<file path="config.mk">
export PLATFORM = sky130hd
export DESIGN_NAME = div_unit
export DESIGN_NICKNAME = d
export VERILOG_FILES = /design/src/rtl/riscv_pkg.sv /design/src/rtl/div_sign_fix.sv /design/src/rtl/div_unit.sv
export SDC_FILE = /design/constraint.sdc
export NUM_CORES = 1
export LEC_CHECK = 0
export ABC_AREA = 1
export BUFFER_PORTS_ARGS = -buffer_cell sky130_fd_sc_hd__clkbuf_2
export CAP_MARGIN = 5
export CORE_MARGIN = 2
export CORE_UTILIZATION = 55
export DETAILED_ROUTE_END_ITERATION = 8
export PLACE_DENSITY = 0.83
export SLEW_MARGIN = 20
export SYNTH_ARGS = -nofsm -noshare
export SYNTH_HDL_FRONTEND = slang
export SYNTH_SLANG_ARGS = --single-unit
export TNS_END_PERCENT = 1
</file>
<file path="constraint.sdc">
create_clock -name clk -period 7 [get_ports clk]
set_input_delay 0.35 -clock clk [delete_from_list [all_inputs] [get_ports clk]]
set_output_delay 0.35 -clock clk [all_outputs]
set_load 0.005 [all_outputs]
</file>
<file path="src/rtl/riscv_pkg.sv">
// Shared RV32M divider definitions: operation encodings, FSM states, width.
package riscv_pkg;

    localparam int XLEN  = 32;
    localparam int CNT_W = 6;

    typedef enum logic [1:0] {
        OP_DIV  = 2'b00,
        OP_DIVU = 2'b01,
        OP_REM  = 2'b10,
        OP_REMU = 2'b11
    } op_e;

    typedef enum logic [1:0] {
        IDLE = 2'b00,
        CALC = 2'b01,
        FIN  = 2'b10
    } state_e;

    // DIV and REM treat operands as two's complement; the U variants do not.
    function automatic logic op_is_signed(input logic [1:0] op);
        return (op == OP_DIV) || (op == OP_REM);
    endfunction

    // REM and REMU return the remainder; DIV and DIVU return the quotient.
    function automatic logic op_is_rem(input logic [1:0] op);
        return (op == OP_REM) || (op == OP_REMU);
    endfunction

endpackage

</file>
<file path="src/rtl/div_sign_fix.sv">
// Final sign correction of the magnitude quotient/remainder into the RV32M result.
module div_sign_fix #(
    parameter int XLEN = 32
) (
    input  logic [XLEN-1:0] quo,
    input  logic [XLEN-1:0] rem,
    input  logic            sign1,
    input  logic            sign2,
    input  logic [1:0]      op,
    output logic [XLEN-1:0] result
);
    import riscv_pkg::*;

    // Sign flags are only ever set for signed ops, but gate again so a stray
    // flag can never corrupt an unsigned result.
    always_comb begin
        result = quo;
        if (op_is_rem(op)) begin
            result = (op_is_signed(op) && sign1) ? (~rem + 1'b1) : rem;
        end else begin
            result = (op_is_signed(op) && (sign1 ^ sign2)) ? (~quo + 1'b1) : quo;
        end
    end

endmodule

</file>
<file path="src/rtl/div_unit.sv">
// Iterative radix-2 restoring divide/remainder unit for RV32M with start/busy/done handshake.
module div_unit #(
    parameter int XLEN  = 32,
    parameter int CNT_W = 6
) (
    input  logic            clk,
    input  logic            rst,
    input  logic            start,
    input  logic            flush,
    input  logic [1:0]      op,
    input  logic [XLEN-1:0] rs1,
    input  logic [XLEN-1:0] rs2,
    output logic            busy,
    output logic            done,
    output logic [XLEN-1:0] result
);
    import riscv_pkg::*;

    localparam logic [XLEN-1:0]  MIN_NEG  = {1'b1, {(XLEN-1){1'b0}}};
    localparam logic [CNT_W-1:0] LAST_CNT = CNT_W'(XLEN - 1);

    state_e            state;
    logic [1:0]        op_q;
    logic [XLEN-1:0]   dvd;        // dividend magnitude, shifts into the quotient
    logic [XLEN-1:0]   dsr;        // divisor magnitude
    logic [XLEN:0]     rem;        // extra bit holds the trial-subtract borrow
    logic [CNT_W-1:0]  cnt;
    logic              sign1;
    logic              sign2;
    logic              fast;
    logic [XLEN-1:0]   fast_res;

    logic              in_signed;
    logic [XLEN-1:0]   abs1;
    logic [XLEN-1:0]   abs2;
    logic [XLEN:0]     rem_shift;
    logic [XLEN:0]     diff;
    logic [XLEN-1:0]   fixed;

    assign busy      = (state != IDLE);
    assign in_signed = op_is_signed(op);
    // Magnitude of 0x80000000 wraps back to 0x80000000, which is correct as unsigned.
    assign abs1      = (in_signed && rs1[XLEN-1]) ? (~rs1 + 1'b1) : rs1;
    assign abs2      = (in_signed && rs2[XLEN-1]) ? (~rs2 + 1'b1) : rs2;
    assign rem_shift = {rem[XLEN-1:0], dvd[XLEN-1]};
    assign diff      = rem_shift - {1'b0, dsr};

    div_sign_fix #(.XLEN(XLEN)) u_sign_fix (
        .quo    (dvd),
        .rem    (rem[XLEN-1:0]),
        .sign1  (sign1),
        .sign2  (sign2),
        .op     (op_q),
        .result (fixed)
    );

    // Control FSM and datapath: accept, iterate one quotient bit per edge, finish.
    always_ff @(posedge clk) begin
        if (!rst) begin
            state    <= IDLE;
            done     <= 1'b0;
            result   <= '0;
            op_q     <= '0;
            dvd      <= '0;
            dsr      <= '0;
            rem      <= '0;
            cnt      <= '0;
            sign1    <= 1'b0;
            sign2    <= 1'b0;
            fast     <= 1'b0;
            fast_res <= '0;
        end else if (flush) begin
            state <= IDLE;
            done  <= 1'b0;
        end else begin
            done <= 1'b0;
            case (state)
                IDLE: begin
                    if (start) begin
                        op_q  <= op;
                        dvd   <= abs1;
                        dsr   <= abs2;
                        sign1 <= in_signed && rs1[XLEN-1];
                        sign2 <= in_signed && rs2[XLEN-1];
                        rem   <= '0;
                        cnt   <= '0;
                        if (rs2 == '0) begin
                            fast     <= 1'b1;
                            fast_res <= op_is_rem(op) ? rs1 : '1;
                            state    <= FIN;
                        end else if (in_signed && (rs1 == MIN_NEG) && (rs2 == '1)) begin
                            fast     <= 1'b1;
                            fast_res <= op_is_rem(op) ? '0 : MIN_NEG;
                            state    <= FIN;
                        end else begin
                            fast     <= 1'b0;
                            state    <= CALC;
                        end
                    end
                end
                CALC: begin
                    if (!diff[XLEN]) begin
                        rem <= diff;
                        dvd <= {dvd[XLEN-2:0], 1'b1};
                    end else begin
                        rem <= rem_shift;
                        dvd <= {dvd[XLEN-2:0], 1'b0};
                    end
                    cnt <= cnt + 1'b1;
                    if (cnt == LAST_CNT) begin
                        state <= FIN;
                    end
                end
                FIN: begin
                    result <= fast ? fast_res : fixed;
                    done   <= 1'b1;
                    state  <= IDLE;
                end
                default: state <= IDLE;
            endcase
        end
    end

endmodule

</file>
Word-level counts from Yosys, hierarchy flattened
Cells that the tools add are included.

Output and inout port bits: 34. Memory bits (writable): 0. Memories kept: 0. ROM bits: 0. Bits in latches: 0. Input port bits: 70. Bits in registers: 174. Logic and storage cells: 85.

Equal/unequal tests: 11. Muxes and demuxes: 26. Div/mod/pow operators: 0. Order comparisons: 0. Multiply operators: 0. Reduce and logical (&&, ||, !) cells: 23. Add/subtract/negate cells: 6. Shift-type cells: 0. Bitwise gates (word level): 7.

Operators with widths (number): $mux 32 (13); $add 32x1->32 const B (4); $not 32->32 (4); $pmux 32 s2 (2); $eq 32x32->1 const B (2); $sub 33x32->33 (1); $logic_not 32->1 (1); $pmux 6 s2 (1); $eq 2x2->1 const B (5); $mux 2 (4); $add 6x1->6 const B (1); $eq 6x5->1 const B (1); $logic_and 1x1->1 (6); $logic_not 2->1 (3); $mux 6 (1); $reduce_and 3->1 (2); $reduce_bool 2->1 (3); $logic_or 1x1->1 (4); $mux 1 (4); $ne 2x2->1 const B (2); $pmux 2 s2 (1); $reduce_and 2->1 (2); $reduce_and 4->1 (1); $eq 2x1->1 const B (1); other kinds (3) (4).

Depth between registers and ports, before layout
Gate-level depths: netlist of the first run.

Depth after elaboration: 8. Mapped depth: 18. Mapped depth without buffers: 17.

Modules after synthesis
From an unflattened synthesis of the first run, not the netlist that was laid out.

Cells, all modules: 2575. Area, all modules: 14828.0 um^2.

By module, submodules not included: div_unit (area each 12360.6 um^2, cells an instance 2062, times used 1, seq. area each 3483.3 um^2); div_sign_fix (area each 2467.4 um^2, cells an instance 513, times used 1, seq. area each 0.0 um^2).

Least setup slack after synthesis of the first run
Ideal clock, no wire load.

Kind: reg2reg. Start: register dvd[31]. End: register rem[10]. Buffers on the path: 1. Data arrival time: 2119 ps. Setup time: 132 ps. Slack: 4748 ps. Stages on the path, launching flop included: 19. Clock period less this slack: 2252 ps. Data required time: 6868 ps. Path through: dfxtp_1 > inv_1 > ha_1 > fa_1 > inv_1 > nand2_1 > nand2_1 > nand3_1 > nand2_1 > nand2_1 > nand2_1 > nand2_2 > nand2_1 > nand2_2 > nand2_1 > buf_2 > nand2_1 > nand3_1 > a21oi_1.

Cells in the longest elaborated chain, start to end: 3.

Ends and longest elaborated chain: start: declaration (line div_unit.sv:24) `logic [XLEN-1:0] dvd;`; start signal: assignment (line div_unit.sv:81) `dvd <= abs1;`; start signal: assignment (line div_unit.sv:104) `dvd <= {dvd[XLEN-2:0], 1'b1};`; start signal: assignment (line div_unit.sv:107) `dvd <= {dvd[XLEN-2:0], 1'b0};`; $sub 33x32->33 (line div_unit.sv:46) `assign diff = rem_shift - {1'b0, dsr};`; $mux 32 (line div_unit.sv:102) `if (!diff[XLEN]) begin`; $pmux 32 s2 (line div_unit.sv:77) `case (state)`; end signal: assignment (line div_unit.sv:103) `rem <= diff;`; end signal: assignment (line div_unit.sv:106) `rem <= rem_shift;`; end: declaration (line div_unit.sv:26) `logic [XLEN:0] rem;`.

No other way between the ends. A chain may end at the register's enable or synchronous reset.

Worst setup path after layout of the first run
Start: register dvd[31]. End: register dvd[0].

Cells in the longest elaborated chain, start to end: 3.

Ends and longest elaborated chain (line): $sub 33x32->33 (div_unit.sv:46); $mux 1 (div_unit.sv:102); $pmux 32 s2 (div_unit.sv:77).

No other way between the ends.

==> impl_metrics.json, run 1 <==
{
  "synth_compound_area_share_pct": 16.0,
  "areaGrowthSynthToFinish_pct": 8.66,
  "cts_sinks": 174,
  "synth_top_cell_by_area": "dfxtp_1",
  "min_path_type": "input port to flop",
  "n_antenna_cell": 0,
  "seqPwrFrac_pct": 39.3,
  "worstSetupStartpoint": "dvd[31]$_SDFFE_PN0P_",
  "globalplace.congestion": 0.987,
  "fin_tns_setup_ns": 0,
  "drc_errors": 0,
  "overflow": 0,
  "dpl.hpwl_um": 36500,
  "routedWlPerCell_um": 16.5,
  "path_class": "flop to flop",
  "utilization_pct": 61.2,
  "root_buffer": "clkbuf_16",
  "antenna_found_initial": 0,
  "synth_top_family_by_area": "simple AND/OR/NAND/NOR gates",
  "min_period_ns": 3.57,
  "yosysUniqueCellTypes": 44,
  "ys_async_sr_fraction_pct": 0,
  "combinationalPowerShare_pct": 23.7,
  "final_common_cell": "nand2_1",
  "slowest_delay_ns": 0.67,
  "initial_core_util_pct": 56.3,
  "final.period_utilization_pct": 51.0,
  "synthFlopType": "dfxtp_1",
  "p_switching_w": 0.000939,
  "p_int_w": 0.00171,
  "worstPathMaxFanout": 21,
  "status": "complete, no violations",
  "vdd_drop_max_mv": 0.154,
  "synthesis.nets": 2624,
  "die_h_um": 165,
  "critPathSlowestCell": "nand2_1",
  "max_freq_mhz": 280,
  "r2r_slack_ns": 3.43,
  "seq_area_um2": 3480,
  "crit_chain": "inv_1 -> ha_1 -> fa_1 -> inv_1 -> nand2_1 -> nand2_1 -> nand3_1 -> nand2_1 -> nand2_1 -> nand2_1 -> nand2_2 -> nand3_1 -> nand2_1 -> o21ai_0 -> a21oi_1",
  "grt_pass1_wl_um": 75900,
  "post_cts_buffers": 0,
  "synth_seq_area_share_pct": 24.5,
  "netSwitchingFraction_pct": 35.4,
  "worst-r2r-cell-count": 15,
  "setup_slack_ns": 3.43,
  "cts_repair_resize_count": 0,
  "postRouteAntennaNets": 0,
  "first_iter_violations": 1984,
  "drive_above_1_share_pct": 7.10,
  "viasPerCell": 5.82,
  "timing.rr.start": "dvd[31]$_SDFFE_PN0P_",
  "critPathCapture": "dvd[0]$_SDFFE_PN0P_",
  "required_ns": 7.29,
  "grt_max_degree": 96,
  "yosys-top-cells-area": "dfxtp_1 24%, nand2_1 20%, inv_1 9.1%, nand3_1 9.0%, a21oi_1 8.7%",
  "clk_path_buf_depth": 2,
  "syn_area_per_cell_um2": 5.65,
  "rr_endpoint": "dvd[0]$_SDFFE_PN0P_",
  "fill_cells": 2517,
  "wl_um": 47800,
  "firstDrtPassIters": 6,
  "pin_count": 104,
  "nets": 2659,
  "synth.top_cell.area_share_pct": 24.5,
  "cts_tree": "done",
  "hold_violations": 0,
  "cp_common_cell": "nand2_1",
  "cp.arrival_ns": 3.85,
  "muxShareOfSynthArea_pct": 0,
  "grt_use_total_pct": 35.3,
  "synthXorXnorAreaFrac_pct": 2.09,
  "critPathCaptureType": "flop",
  "num_rows": 58,
  "port-buffer-count": 103,
  "path_clk_slew_ns": 0.07,
  "synth_seq_cells": 174,
  "drv_slew": 0,
  "vias": 16800,
  "tightest_slew_ns": 1.08,
  "dieArea_um2": 27200,
  "die_x_um": 165,
  "ys_warn_count": 0,
  "dpl_worst_slack_ns": 3.57,
  "final_cell_mix": "760 x nand2_1, 343 x inv_1, 253 x nand3_1, 248 x a21oi_1, 223 x nor2_1",
  "syn_inst": 2515,
  "rsz0062_at_grt": "false",
  "synth_edf_count": 0,
  "core-area_um2": 25300,
  "multi_input_area_um2": 9000,
  "cts_made_buffers": 17,
  "power_leakage_nw": 7.69,
  "p_clk_share_pct": 37.0,
  "grt_pass1_vias": 14800,
  "cts_hold_buf": 0,
  "synth-adder-area-share_pct": 3.48,
  "fin_skew_ns": 0.0226,
  "synth_simple_gate_area_share_pct": 41.5,
  "maxCapViolCount": 0,
  "maxSlewHeadroom_pct": 27.8,
  "p_per_area_nw_per_um2": 172,
  "cts.htree.levels": 4,
  "finalSetupViolations": 0,
  "insertion_delay_ns": 0.44,
  "syn_area_um2": 14200,
  "start_kind": "flop"
}
==> synth_stat cells (all sizes together) (13+ instances only) <==
master and count:
ha 38, a21oi 250, dfxtp 174, o21ai 125, clkbuf 74, nor3 34, inv 348, buf 29
xor2 25, nand3 257, nor2 233, nand4 69, nand2 763, nand3b 13, o211ai 27
==> layout make-up <==
cell class	count	area share, %
inverters	352	8.57
well taps	330	2.67
clock buffers	18	2.78
repair buffers	119	4.11
flip-flops and latches	174	22.5
clock inverters	14	1.06
multi-input cells	1886	58.3
==> cell families (layout without fill, tap and decap cells) <==
group                      after synthesis  in the layout
AOI/OAI and AO/OA                      426            426
xor gates and xnor gates                34             34
adders and majority gates               39             39
buffers and inverters                  455            503
DFF                                    174            174
and+or+nand+nor                       1387           1387
==> worst max-delay path: cells and delay by family, from the launching register on <==
family	cells	cell delay, ns
flip-flops	1	0.35
adder cells (fa/ha/maj)	2	0.67
buffers and inverters	2	0.21
AND/OR/NAND/NOR	9	1.74
AO/OA/AOI/OAI	2	0.44
==> power groups by stage <==
stage | Combinational [W] | Sequential, W | Clock, W
final | 0.000629 | 0.00104 | 0.000981
after global routing | 0.000696 | 0.00104 | 0.00103
after CTS | 0.000610 | 0.00104 | 0.000986
after detailed placement | 0.000606 | 0.00106 | 0
after global placement | 0.000599 | 0.00106 | 0
after floorplan | 0.000430 | 0.00106 | 0
==> how the worst min path moves through the flow <==
stage	from	to	slack (ns)	cells past startpoint
finish	rs2[31]	dsr[31]$_SDFFE_PN0P_	0.19	3
global route	rs2[31]	dsr[31]$_SDFFE_PN0P_	0.21	3
CTS	rs2[31]	dsr[31]$_SDFFE_PN0P_	0.19	3
detailed placement	fast_res[18]$_SDFFE_PN0P_	fast_res[18]$_SDFFE_PN0P_	0.45	2
global placement	fast_res[4]$_SDFFE_PN0P_	fast_res[4]$_SDFFE_PN0P_	0.45	2
floorplan	fast_res[11]$_SDFFE_PN0P_	fast_res[11]$_SDFFE_PN0P_	0.44	2
==> per-layer routing <==
layer / global-route usage [%] / up-vias / share of wire, %
met5: 0 / - / 0
met1: 50.3 / 7550 / 43
met3: 4.92 / 111 / 10
met2: 54.5 / 960 / 44
met4: 12.3 / 0 / 2.9
li1: - / 8209 / -
==> flip-flops by register name, summed over array words and instances (netlist names) <==
signal    flops
op_q          2
sign2         1
result       32
sign1         1
state         2
cnt           6
fast_res     32
done          1
fast          1
dvd          32
dsr          32
rem          32
==> per-stage QoR <==
stage                     instances  hold WS, ns  total power [W]  instance area, um^2
after floorplan                2515        0.437          0.00149                14200
after global placement         2861        0.449          0.00166                14900
after detailed placement       2861        0.452          0.00167                14900
after CTS                      2893        0.186          0.00264                15400
after global routing           2893        0.210          0.00277                15400
final                          2893        0.192          0.00265                15400
(Power assumes the default switching activity.)
==> run 2: changes to the inputs <==
- PLACE_DENSITY: 0.83 -> 0.86
- clock period: 7 -> 3.2 ns (I/O delays scaled with it)
==> impl_metrics.json, run 2 (synthesis gave the netlist of run 1 again) <==
{
  "initial_core_util_pct": 56.3,
  "crit_chain": "inv_1 -> ha_1 -> fa_1 -> inv_1 -> nand2_1 -> nand2_1 -> nand3_1 -> nand2_1 -> nand2_1 -> nand2_1 -> nand2_2 -> nand2_1 -> nand2_2 -> nand2_1 -> nand2_1 -> nand3_1 -> a21oi_1",
  "dpl.hpwl_um": 38100,
  "die_h_um": 165,
  "areaGrowthSynthToFinish_pct": 9.54,
  "vdd_drop_max_mv": 0.269,
  "cts_sinks": 174,
  "cpLargestDelayFamily": "simple AND/OR/NAND/NOR gates",
  "netSwitchingFraction_pct": 36.2,
  "drv_slew": 0,
  "setup_slack_ns": 0.380,
  "cts_tree": "done",
  "path_class": "flop to flop",
  "p_per_area_nw_per_um2": 381,
  "slowest_delay_ns": 0.42,
  "die_x_um": 165,
  "grt_max_degree": 94,
  "rr_endpoint": "rem[15]$_SDFFE_PN0P_",
  "dpl_worst_slack_ns": 0.343,
  "grt_pass1_vias": 14700,
  "power_leakage_nw": 7.77,
  "cp_common_cell": "nand2_1",
  "maxSlewHeadroom_pct": 40.5,
  "dieArea_um2": 27200,
  "seqPwrFrac_pct": 38.4,
  "status": "complete, no violations",
  "vias": 16900,
  "p_int_w": 0.00378,
  "post_cts_buffers": 0,
  "cp.arrival_ns": 3.15,
  "final_common_cell": "nand2_1",
  "final.period_utilization_pct": 88.1,
  "min_path_type": "input port to flop",
  "max_freq_mhz": 355,
  "port-buffer-count": 103,
  "postRouteAntennaNets": 0,
  "drc_errors": 0,
  "pin_count": 104,
  "combinationalPowerShare_pct": 23.5,
  "required_ns": 3.53,
  "rsz0062_at_grt": "false",
  "fill_cells": 2473,
  "overflow": 0,
  "stdcell_area_um2": 15600,
  "fin_tns_setup_ns": 0,
  "path_buf_inv": 2,
  "fin_skew_ns": 0.0223,
  "hp-start": "rs2[31]",
  "globalplace.congestion": 0.981,
  "critPathSlowestCell": "fa_1",
  "maxCapViolCount": 0,
  "final_cell_mix": "759 x nand2_1, 343 x inv_1, 254 x nand3_1, 248 x a21oi_1, 223 x nor2_1",
  "p_switching_w": 0.00215,
  "finalPower_w": 0.00593,
  "critPathCaptureType": "flop",
  "dpl_cell_area_um2": 14900,
  "insertion_delay_ns": 0.46,
  "finalSetupViolations": 0,
  "worstHoldEndpoint": "dsr[31]$_SDFFE_PN0P_",
  "first_iter_violations": 2187,
  "num_rows": 58,
  "stdcell_count": 2902,
  "hold_violations": 0,
  "grt_pass1_wl_um": 77800,
  "cts_made_buffers": 17,
  "seq_area_um2": 3480,
  "timing.rr.start": "dvd[31]$_SDFFE_PN0P_",
  "firstDrtPassIters": 7,
  "antenna_found_initial": 1,
  "grt_use_total_pct": 36.4,
  "multi_input_area_um2": 9000,
  "nets": 2668,
  "root_buffer": "clkbuf_16",
  "r2r_slack_ns": 0.38,
  "routedWlPerCell_um": 17.2,
  "clk_path_buf_depth": 2,
  "core-area_um2": 25300,
  "min_period_ns": 2.82,
  "hold-path-cell-count": 3,
  "n_antenna_cell": 0,
  "wl_um": 49900,
  "path_clk_slew_ns": 0.08,
  "start_kind": "flop",
  "viasPerCell": 5.84,
  "drive_above_1_share_pct": 7.47,
  "p_clk_share_pct": 38.1,
  "cts.htree.levels": 4,
  "tightest_slew_ns": 0.887,
  "place_inst": 2870,
  "worst-r2r-cell-count": 17,
  "worstPathMaxFanout": 13
}
[run 2: cell types whose count changed in the layout (fill, tap and decap cells not counted), sizes merged]
cell / change
inv: +1
clkinv: +2
buf: +9
clkinvlp: -2
clkbuf: -1
[run 2: repair_timing]
action | CTS | global route
gates resized for setup | 0 | 1
setup endpoints to repair | 0 | 1
hold buffers | 0 | 0
[run 2: metrics by stage]
step	hold slack, ns	utilization, %
3_3_place_gp	0.448	59.2
4_1_cts	0.0339	61.7
6_report	0.0443	61.7
5_1_grt	0.0632	61.7
3_5_place_dp	0.454	59.2
2_1_floorplan	0.307	-
[run 2: power groups by stage]
stage	logic (W)	clock network (W)	registers, W
after floorplan	0.000940	0	0.00231
after global placement	0.00133	0	0.00232
after detailed placement	0.00134	0	0.00232
after CTS	0.00135	0.00226	0.00227
after global routing	0.00154	0.00234	0.00228
final	0.00140	0.00226	0.00228
[run 2: area by class of cell]
| cell class | count | share of cell area [%] |
|---|---|---|
| clock inverter | 15 | 1.30 |
| clock buffer | 17 | 2.73 |
| inverter | 352 | 8.50 |
| tap | 330 | 2.65 |
| multi-input combinational | 1886 | 57.8 |
| timing repair buffer | 128 | 4.68 |
| sequential | 174 | 22.4 |
[run 2: worst register-to-register path: cells and delay by family, from the launching register on]
kind | cells | cell delay (ns)
compound gates | 1 | 0.07
buf+inv | 2 | 0.22
fa+ha+maj | 2 | 0.66
flops | 1 | 0.36
simple gates | 12 | 1.40
[run 2: how the worst max path moves through the flow]
stage,start,to,slack [ns],cells past startpoint
6_report,dvd[31]$_SDFFE_PN0P_,rem[15]$_SDFFE_PN0P_,0.38,17
5_1_grt,dvd[31]$_SDFFE_PN0P_,rem[13]$_SDFFE_PN0P_,0.12,17
4_1_cts,dvd[31]$_SDFFE_PN0P_,rem[21]$_SDFFE_PN0P_,0.29,17
3_5_place_dp,dvd[31]$_SDFFE_PN0P_,rem[21]$_SDFFE_PN0P_,0.34,17
3_3_place_gp,dvd[31]$_SDFFE_PN0P_,rem[31]$_SDFFE_PN0P_,0.42,17
2_1_floorplan,dvd[31]$_SDFFE_PN0P_,rem[10]$_SDFFE_PN0P_,0.95,18
[run 2: per-layer routing]
metal / wire [um] / part of all wire, % / global-route usage, % / vias up
met4: 1220 / 2.5 / 9.92 / 2
met3: 4990 / 10 / 6.73 / 108
met2: 21800 / 44 / 56.7 / 928
li1: - / - / - / 8230
met1: 21800 / 44 / 51.5 / 7671
met5: 13 / 0.026 / 0 / -
